## src/rtl/stacker_pkg.sv

```systemverilog
// Shared types and widths for the stacker game datapath.
// Used by the row mover and its frame divider.
package stacker_pkg;

    typedef enum logic [1:0] {
        S_IDLE,
        S_MOVE,
        S_CHECK
    } state_t;

    localparam int COLS_DEFAULT = 16;
    localparam int SPD_W        = 11;
    localparam int NB_W         = 4;

endpackage

```

## src/rtl/frame_divider.sv

```systemverilog
// Counts frame ticks and emits a step pulse every spd ticks.
// step is combinational so the caller moves on the same edge.
module frame_divider
    import stacker_pkg::*;
(
    input  logic             clk,
    input  logic             resetn,
    input  logic             tick,
    input  logic [SPD_W-1:0] spd,
    input  logic             clr,
    output logic             step
);

    logic [SPD_W-1:0] frame_cnt;
    logic [SPD_W:0]   cnt_inc;

    assign cnt_inc = {1'b0, frame_cnt} + 1'b1;
    assign step    = tick && (cnt_inc >= {1'b0, spd});

    // frame counter: cleared on start, wraps to 0 on step, saturates otherwise
    always_ff @(posedge clk or negedge resetn) begin
        if (!resetn) begin
            frame_cnt <= '0;
        end else if (clr) begin
            frame_cnt <= '0;
        end else if (tick) begin
            if (step) begin
                frame_cnt <= '0;
            end else if (frame_cnt != '1) begin
                frame_cnt <= frame_cnt + 1'b1;
            end
        end
    end

endmodule

```

## src/rtl/block_row_mover.sv

```systemverilog
// Bouncing row of lit cells for the stacker game; on stop the
// frozen row is intersected with the support row below it.
module block_row_mover
    import stacker_pkg::*;
#(
    parameter int COLS = COLS_DEFAULT
) (
    input  logic             clk,
    input  logic             resetn,
    input  logic             frame_tick,
    input  logic             go,
    input  logic             stop,
    input  logic [SPD_W-1:0] speed_count,
    input  logic [NB_W-1:0]  num_blocks,
    input  logic [5:0]       curr_level,
    output logic [COLS-1:0]  row_mask,
    output logic [COLS-1:0]  placed_mask,
    output logic             next_signal,
    output logic             fail,
    output logic             busy
);

    localparam int PW = $clog2(COLS);
    localparam logic DIR_R = 1'b0;
    localparam logic DIR_L = 1'b1;

    state_t           state;
    logic [SPD_W-1:0] spd;
    logic [5:0]       wid;
    logic [PW-1:0]    pos;
    logic             dir;
    logic [COLS-1:0]  captured;

    logic [SPD_W-1:0] spd_in;
    logic [5:0]       nb6;
    logic [5:0]       wid_in;
    logic [5:0]       maxpos;
    logic [6:0]       pos7;
    logic [6:0]       end7;
    logic [COLS-1:0]  ov;
    logic             tick_en;
    logic             clr;
    logic             step;

    assign spd_in = (speed_count == '0) ? SPD_W'(1) : speed_count;
    assign nb6    = 6'(num_blocks);
    assign wid_in = (nb6 == 6'd0)      ? 6'd1 :
                    (nb6 > 6'(COLS))   ? 6'(COLS) : nb6;

    assign maxpos  = 6'(COLS) - wid;
    assign pos7    = 7'(pos);
    assign end7    = pos7 + 7'(wid);
    assign ov      = captured & placed_mask;
    assign busy    = (state != S_IDLE);
    assign tick_en = (state == S_MOVE) && frame_tick && !stop;
    assign clr     = (state == S_IDLE) && go;

    frame_divider u_div (
        .clk    (clk),
        .resetn (resetn),
        .tick   (tick_en),
        .spd    (spd),
        .clr    (clr),
        .step   (step)
    );

    // lit cells span [pos, pos+wid) while a row is active
    always_comb begin
        row_mask = '0;
        for (int i = 0; i < COLS; i++) begin
            row_mask[i] = busy && (7'(i) >= pos7) && (7'(i) < end7);
        end
    end

    // row FSM: start, bounce, freeze and compare against the support row
    always_ff @(posedge clk or negedge resetn) begin
        if (!resetn) begin
            state       <= S_IDLE;
            spd         <= SPD_W'(1);
            wid         <= 6'd1;
            pos         <= '0;
            dir         <= DIR_R;
            captured    <= '0;
            placed_mask <= '1;
            next_signal <= 1'b0;
            fail        <= 1'b0;
        end else begin
            next_signal <= 1'b0;
            fail        <= 1'b0;
            unique case (state)
                S_IDLE: begin
                    if (go) begin
                        spd   <= spd_in;
                        wid   <= wid_in;
                        pos   <= '0;
                        dir   <= DIR_R;
                        state <= S_MOVE;
                        if (curr_level == 6'd1) begin
                            placed_mask <= '1;
                        end
                    end
                end
                S_MOVE: begin
                    if (stop) begin
                        captured <= row_mask;
                        state    <= S_CHECK;
                    end else if (step) begin
                        if (maxpos == 6'd0) begin
                            pos <= '0;
                        end else if (dir == DIR_R) begin
                            if (6'(pos) == maxpos) begin
                                dir <= DIR_L;
                                pos <= pos - 1'b1;
                            end else begin
                                pos <= pos + 1'b1;
                            end
                        end else begin
                            if (pos == '0) begin
                                dir <= DIR_R;
                                pos <= pos + 1'b1;
                            end else begin
                                pos <= pos - 1'b1;
                            end
                        end
                    end
                end
                S_CHECK: begin
                    if (ov != '0) begin
                        placed_mask <= ov;
                        next_signal <= 1'b1;
                    end else begin
                        placed_mask <= '1;
                        fail        <= 1'b1;
                    end
                    state <= S_IDLE;
                end
                default: state <= S_IDLE;
            endcase
        end
    end

endmodule

```

## config.mk

```make
export PLATFORM = sky130hd
export DESIGN_NAME = block_row_mover
export DESIGN_NICKNAME = d
export VERILOG_FILES = /design/src/rtl/stacker_pkg.sv /design/src/rtl/frame_divider.sv /design/src/rtl/block_row_mover.sv
export SDC_FILE = /design/constraint.sdc
export NUM_CORES = 1
export LEC_CHECK = 0
export BUFFER_PORTS_ARGS = -buffer_cell sky130_fd_sc_hd__buf_2
export CAP_MARGIN = 30
export CORE_MARGIN = 3
export CORE_UTILIZATION = 40
export CTS_CLUSTER_DIAMETER = 150
export CTS_CLUSTER_SIZE = 8
export DETAILED_ROUTE_END_ITERATION = 10
export PLACE_DENSITY = 0.68
export SLEW_MARGIN = 20
export SYNTH_ARGS = -nofsm -noshare
export SYNTH_HDL_FRONTEND = slang
export SYNTH_HIERARCHICAL = 1
export SYNTH_SLANG_ARGS = --single-unit
```

## constraint.sdc

```tcl
create_clock -name clk -period 3.5 [get_ports clk]
set_input_delay 0.175 -clock clk [delete_from_list [all_inputs] [get_ports clk]]
set_output_delay 0.175 -clock clk [all_outputs]
set_load 0.005 [all_outputs]
```

# == Word-level counts from Yosys, hierarchy flattened ==
# Index checks and enable logic that the tools add are counted.
# word_totals
romBits,0
ff_bits,69
ramBits,0
inputBits,26
elab_cells,151
out_inout_bits,35
memories,0
latchBits,0
# op_classes
div_mod_pow,0
bitwise,1
n_addsub,6
n_reduce_logical,55
n_eq_ne,11
shift,0
n_mux,34
magnitude_cmp,34
mul,0
# ops
op,count
"4-bit by 7-bit < comparator with 1-bit output, first input constant",8
11-bit two-way mux,5
16-bit two-way mux,3
1-bit logical AND,36
"4-bit greater-or-equal comparator, first input constant",8
16-bit case mux with 2 select lines,1
"3-bit by 7-bit < comparator with 1-bit output, first input constant",4
4-bit two-way mux,7
16-bit bitwise AND,1
"3-bit by 4-bit greater-or-equal comparator with 1-bit output, first input constant",4
16-bit nonzero test,1
"1-bit by 7-bit < comparator with 1-bit output, first input constant",2
"2-bit by 7-bit < comparator with 1-bit output, first input constant",2
"11-bit by 1-bit adder with 12-bit output, second input constant",1
12-bit by 11-bit greater-or-equal comparator with 1-bit output,1
6-bit zero test,2
"11-bit by 1-bit adder with 11-bit output, second input constant",1
11-bit zero test,1
1-bit two-way mux,11
"11-bit inequality test, second input constant",1
5-bit two-way mux,2
"2-bit inequality test, second input constant",5
"1-bit by 4-bit greater-or-equal comparator with 1-bit output, first input constant",2
"2-bit by 4-bit greater-or-equal comparator with 1-bit output, first input constant",2
23 further kinds,30

# == Logic depth before layout (Yosys ltp) ==
# depth
depth_word,8
depth_mapped,16
mapped_depth_nobuf,16

# == By module ==
# The synthesis kept the hierarchy.
# by_module_without_submodules
mod,n_inst,cells_each,area_per_inst_um2,seq_area_each_um2
block_row_mover,1,260,2939.1,1423.9
frame_divider,1,115,996.0,275.3

# == Least setup slack after synthesis ==
# OpenSTA, ideal clock, no wires.
# synth_path
kind,register -> register
from,register u_div.frame_cnt[0]
to,register dir
setup_ps,132
path_slack_ps,417
n_path_buf,0
t_required_ps,3368
arrival_time_ps,2951
path_stages_with_launch,17
period_less_slack_ps,3083
path_cell_list,dfrtp_1 > ha_1 > nand4_1 > nor2_1 > and3_1 > xor2_1 > ha_1 > a21oi_1 > nand2_1 > o2bb2ai_2 > or3_2 > nand3b_1 > a21oi_1 > o21ai_0 > a21oi_1 > a21oi_1 > nor2_1
# synth_between
elab_chain_cells,5
# synth_lines
element,line_no,rtl
"start, declared",frame_divider.sv:14,logic [SPD_W-1:0] frame_cnt;
"start signal, assigned",frame_divider.sv:30,frame_cnt <= frame_cnt + 1'b1;
11-bit by 1-bit adder with 12-bit output,frame_divider.sv:17,"assign cnt_inc = {1'b0, frame_cnt} + 1'b1;"
12-bit by 11-bit greater-or-equal comparator with 1-bit output,frame_divider.sv:18,"assign step = tick && (cnt_inc >= {1'b0, spd});"
1-bit logical AND,frame_divider.sv:18,
named net step,block_row_mover.sv:43,logic step;
2-bit inequality test (no line),--,
5-bit AND reduction (no line),--,
"end signal, assigned",block_row_mover.sv:82,dir <= DIR_R;
"end signal, assigned",block_row_mover.sv:96,dir <= DIR_R;
"end signal, assigned",block_row_mover.sv:112,dir <= DIR_L;
"end, declared",block_row_mover.sv:31,logic dir;
# The timed path passes the listed nets, and every way through them passes these cells.
# A chain may end at the register's enable or synchronous reset.

# == Worst setup path in the final report ==
# Same ends and word-level chain as after synthesis.

==> impl.org <==
** Outcome
- The flow ran to the end, and the final reports show no timing, DRC or antenna violations.

** Cells and area
- Post-route insts no fill :: about 570
- The repair_antennas step left the layout with diodes totalling 0.
- Final Util :: 0.490
- In the final layout, the multi-input gates occupy 2090 um^2.
- In the final layout, flip-flops and latches occupy 1700 um^2.
- Counting the fill cells in the layout gives 865.
- In the final design database the tool counted 487 nets.
- Of the cells placed in the final design, the portion with a size suffix greater than 1 is 0.330.
- Area growth from synthesis to layout :: 17.4%

** Global route
- For this run the aggregate overflow at the end of global routing stands at 0.
- First-pass GRT wire length :: 14,800 um
- Number of global-route vias before repair :: about 3,000
- Across every metal layer, demand over resource in global routing totals 0.164.
- Initial antenna violation count :: 0
- Entering global routing, the biggest net connects 34 pins.

** Critical path
- Of all nets on the critical path, the largest fanout is 6.
- Cell breakdown of the critical path :: ha_4 > nand4_1 > nor2_2 > and3_1 > xor2_1 > ha_1 > a21oi_1 > nand2_1 > o2bb2ai_2 > or3_2 > nand3b_1 > a21oi_1 > o21ai_0 > a21oi_1 > a21oi_1 > nor2_1
- Data arrival time of the critical path :: 3.50 ns
- The setup path with the least slack is of type reg2reg.
- On the critical path, the stage with the largest delay is an instance of or3_2.
- Critical Path Source Type :: flop
- STA classifies the critical path endpoint as a flop.
- Critical Path Max Stage Delay :: 0.52 ns
- Cell occurring most often along the worst timing path :: a21oi_1
- Required time reported for the critical path endpoint :: 3.70 ns

** Floorplanning
- Area inside the core boundary :: 9420 um^2
- The die covers 11,100 um^2.
- slightly above 60 I/O pins were placed.
- Height of the chip :: 105 um
- The initialized floorplan defines 35 standard-cell rows.
- Initial standard-cell utilization of the core :: 0.418
- Die width :: between 100 and 150 um

** Timing
- Period minus WS final :: 3.30 ns
- The count of final max-slew check failures came to 0.
- Fmax :: 303 MHz
- Hold is met by roughly 0.049 ns.
- Transition time at the pin with the least slew margin :: 0.769 ns
- Number of setup violations in the final report :: 0
- Final clock skew :: approximately 0.0097 ns
- The number of failing hold endpoints at the final stage is 0.
- Final critical-path share of the clock period :: 0.942
- In this run the tightest slew margin relative to its limit is 0.474.

** Power
- Total power of the final layout :: 3.11 mW
- In this run the static leakage power is approximately 2.2 nW.
- Dividing total power by cell area gives a power density of just under 700 nW/um^2.
- IR analysis of the VDD net gives a maximum drop of 0.319 mV.

** Route
- Post-Route WL :: 8880 um
- Once detail routing completed, the nets flagged for antenna violations numbered 0.
- Vias :: 3,094
- Using the TritonRoute via totals, the vias-per-cell ratio works out to 5.41.
- The detailed router finished its first iteration with 153 violations.
- After detailed routing, the number of remaining DRC violations is 0.
- The first detailed-routing pass took 4 iterations.
- Dividing the detail-routed wire length by the instance count gives 15.5 um.

** Place
- Input and output buffers added on the ports amount to 60.
- The HPWL after detailed placement is 6840 um.
- Routability Congestion :: 0.895
- Placed cell count :: roughly 550

** Yosys
- Net count after synthesis :: ~420
- Number of warning messages in the yosys log :: 6
- After synthesis, the netlist uses 63 different library cells.
- The share of the Yosys chip area taken by registers is 0.432.
- Number of instances in the synthesized netlist :: 375
- The synthesized design contains 0 enable-type register cells.
- Flip-flop and latch count after synthesis :: 67
- After synthesis, the mean cell area works out to ~10 um^2.
- Largest cells by area after synthesis :: dfrtp_1, dfstp_2, mux2_2
- Area share of the leading cell type in the synthesized netlist :: 0.312
- Summing every instance area after synthesis gives 3940 um^2.
- The most used flip-flop cell after synthesis is dfrtp_1.
- Share of async-settable or async-resettable flops after synthesis :: 1.00
- Cell taking the most area after synthesis :: dfrtp_1

** Clocking
- In this run the deepest clock path goes through 2 buffers.
- Root cell of the clock tree :: clkbuf_8
- Clock-pin slew was measured on the worst setup and hold paths at 0.08 ns.
- Clock net sink count :: 67
- Clock tree synthesis inserted a total of 9 buffers.
- In this run the number of H-tree levels came out at 3.
- Latest clock arrival within the worst-skew pair :: roughly 0.35 ns
- TritonCTS built the clock tree.

** Run
- Maxcap violations :: 0

** Hold path
- Hold Path Class :: in2reg
-- where the power goes --
part / leakage, nW / internal, mW / switching, mW
registers: 0.825 / 1.10 / 0.213
clock network: 0.102 / 0.341 / 0.331
logic: 1.28 / 0.554 / 0.567
total: 2.21 / 1.99 / 1.11
-- critical path, delay by kind of cell (launching register included) --
| kind | cells | cell delay [ns] |
|---|---|---|
| xor+xnor | 1 | 0.20 |
| simple gates | 7 | 1.37 |
| flops | 1 | 0.42 |
| fa+ha+maj | 2 | 0.47 |
| compound gates | 6 | 0.70 |
-- metrics by stage --
step                setup TNS, ns  setup WS [ns]  area (um^2)
global route              -0.0135        -0.0135         4620
finish                          0          0.202         4620
global placement                0          0.239         4360
detailed placement              0         0.0439         4380
CTS                             0         0.0219         4590
floorplan                       0          0.417         3940
-- routing by layer --
metal | part of all wire | global-route usage
met1 | 0.45 | 0.208
met2 | 0.49 | 0.279
met3 | 0.051 | 0.0401
met4 | 0.013 | 0.0450
met5 | 0 | 0
-- flip-flops by register name, indices dropped and copies added, names as in the netlist --
name,flops
spd,11
captured,16
wid,4
placed_mask,16
fail,1
next_signal,1
u_div/frame_cnt,11
state,2
dir,1
pos,4
-- placed cells by master (no fill, tap or decap), types with 12 or more instances in the layout --
master / count
buf_2: 60
dfrtp_1: 48
nor2_1: 27
mux2_2: 26
ha_1: 21
inv_1: 19
a21oi_1: 18
o21ai_0: 18
dfstp_2: 18
nand2_1: 17
o22a_1: 16
xor2_1: 12
nand3_1: 12
-- cells in the mapped netlist (3+ instances only) --
cell type / count
dfrtp_1: 49
nor2_1: 28
mux2_2: 26
ha_1: 22
inv_1: 19
a21oi_1: 18
dfstp_2: 18
o21ai_0: 18
nand2_1: 17
o22a_1: 16
clkbuf_1: 12
nand3_1: 12
xor2_1: 12
and3_1: 10
xnor2_1: 7
a221oi_1: 6
nor2b_1: 5
nor3_1: 5
a21o_1: 4
a22o_1: 4
nand2b_1: 4
nand4_1: 4
nor4_1: 3
nor4b_1: 3
o21ai_1: 3
o31ai_1: 3
-- cells by family (layout without fill, tap and decap cells) --
group,after synthesis,count (layout),synth area share
AND/OR/NAND/NOR,106,106,0.146
adder cells (fa/ha/maj),23,23,0.0750
XOR/XNOR,19,19,0.0423
AO/OA/AOI/OAI,95,95,0.186
multiplexers,28,28,0.0795
buffers and inverters,37,105,0.0397
flip-flops,67,67,0.432
-- repair_timing --
action                     in CTS  in global routing
setup endpoints to repair       0                  2
hold endpoints to repair       12                  0
gates resized for setup         0                  4
buffers inserted                0                  1
hold buffers                    1                  0
-- cell type report --
class                           count  area share
Clock buffer                        9      0.0268
Clock inverter                      7      0.0182
Inverter                           21      0.0171
Multi-Input combinational cell    271       0.454
Sequential cell                    67       0.368
Tap cell                          129      0.0349
Timing Repair Buffer               68      0.0813
-- final timing paths --
kind | start | end | slack, ns | cells after the start
worst max-delay path | u_div/frame_cnt[0] | dir | 0.20 | 16
worst min-delay path | num_blocks[1] | wid[1] | 0.05 | 3
worst max register to register | u_div/frame_cnt[0] | dir | 0.20 | 16
worst min register to register | spd[10] | spd[10] | 0.51 | 1
max in group asynchronous | resetn | u_div/frame_cnt[5] | 2.53 | 4
min in group asynchronous | resetn | captured[0] | 0.28 | 2
No activity file was read; power rests on OpenSTA's default activity.
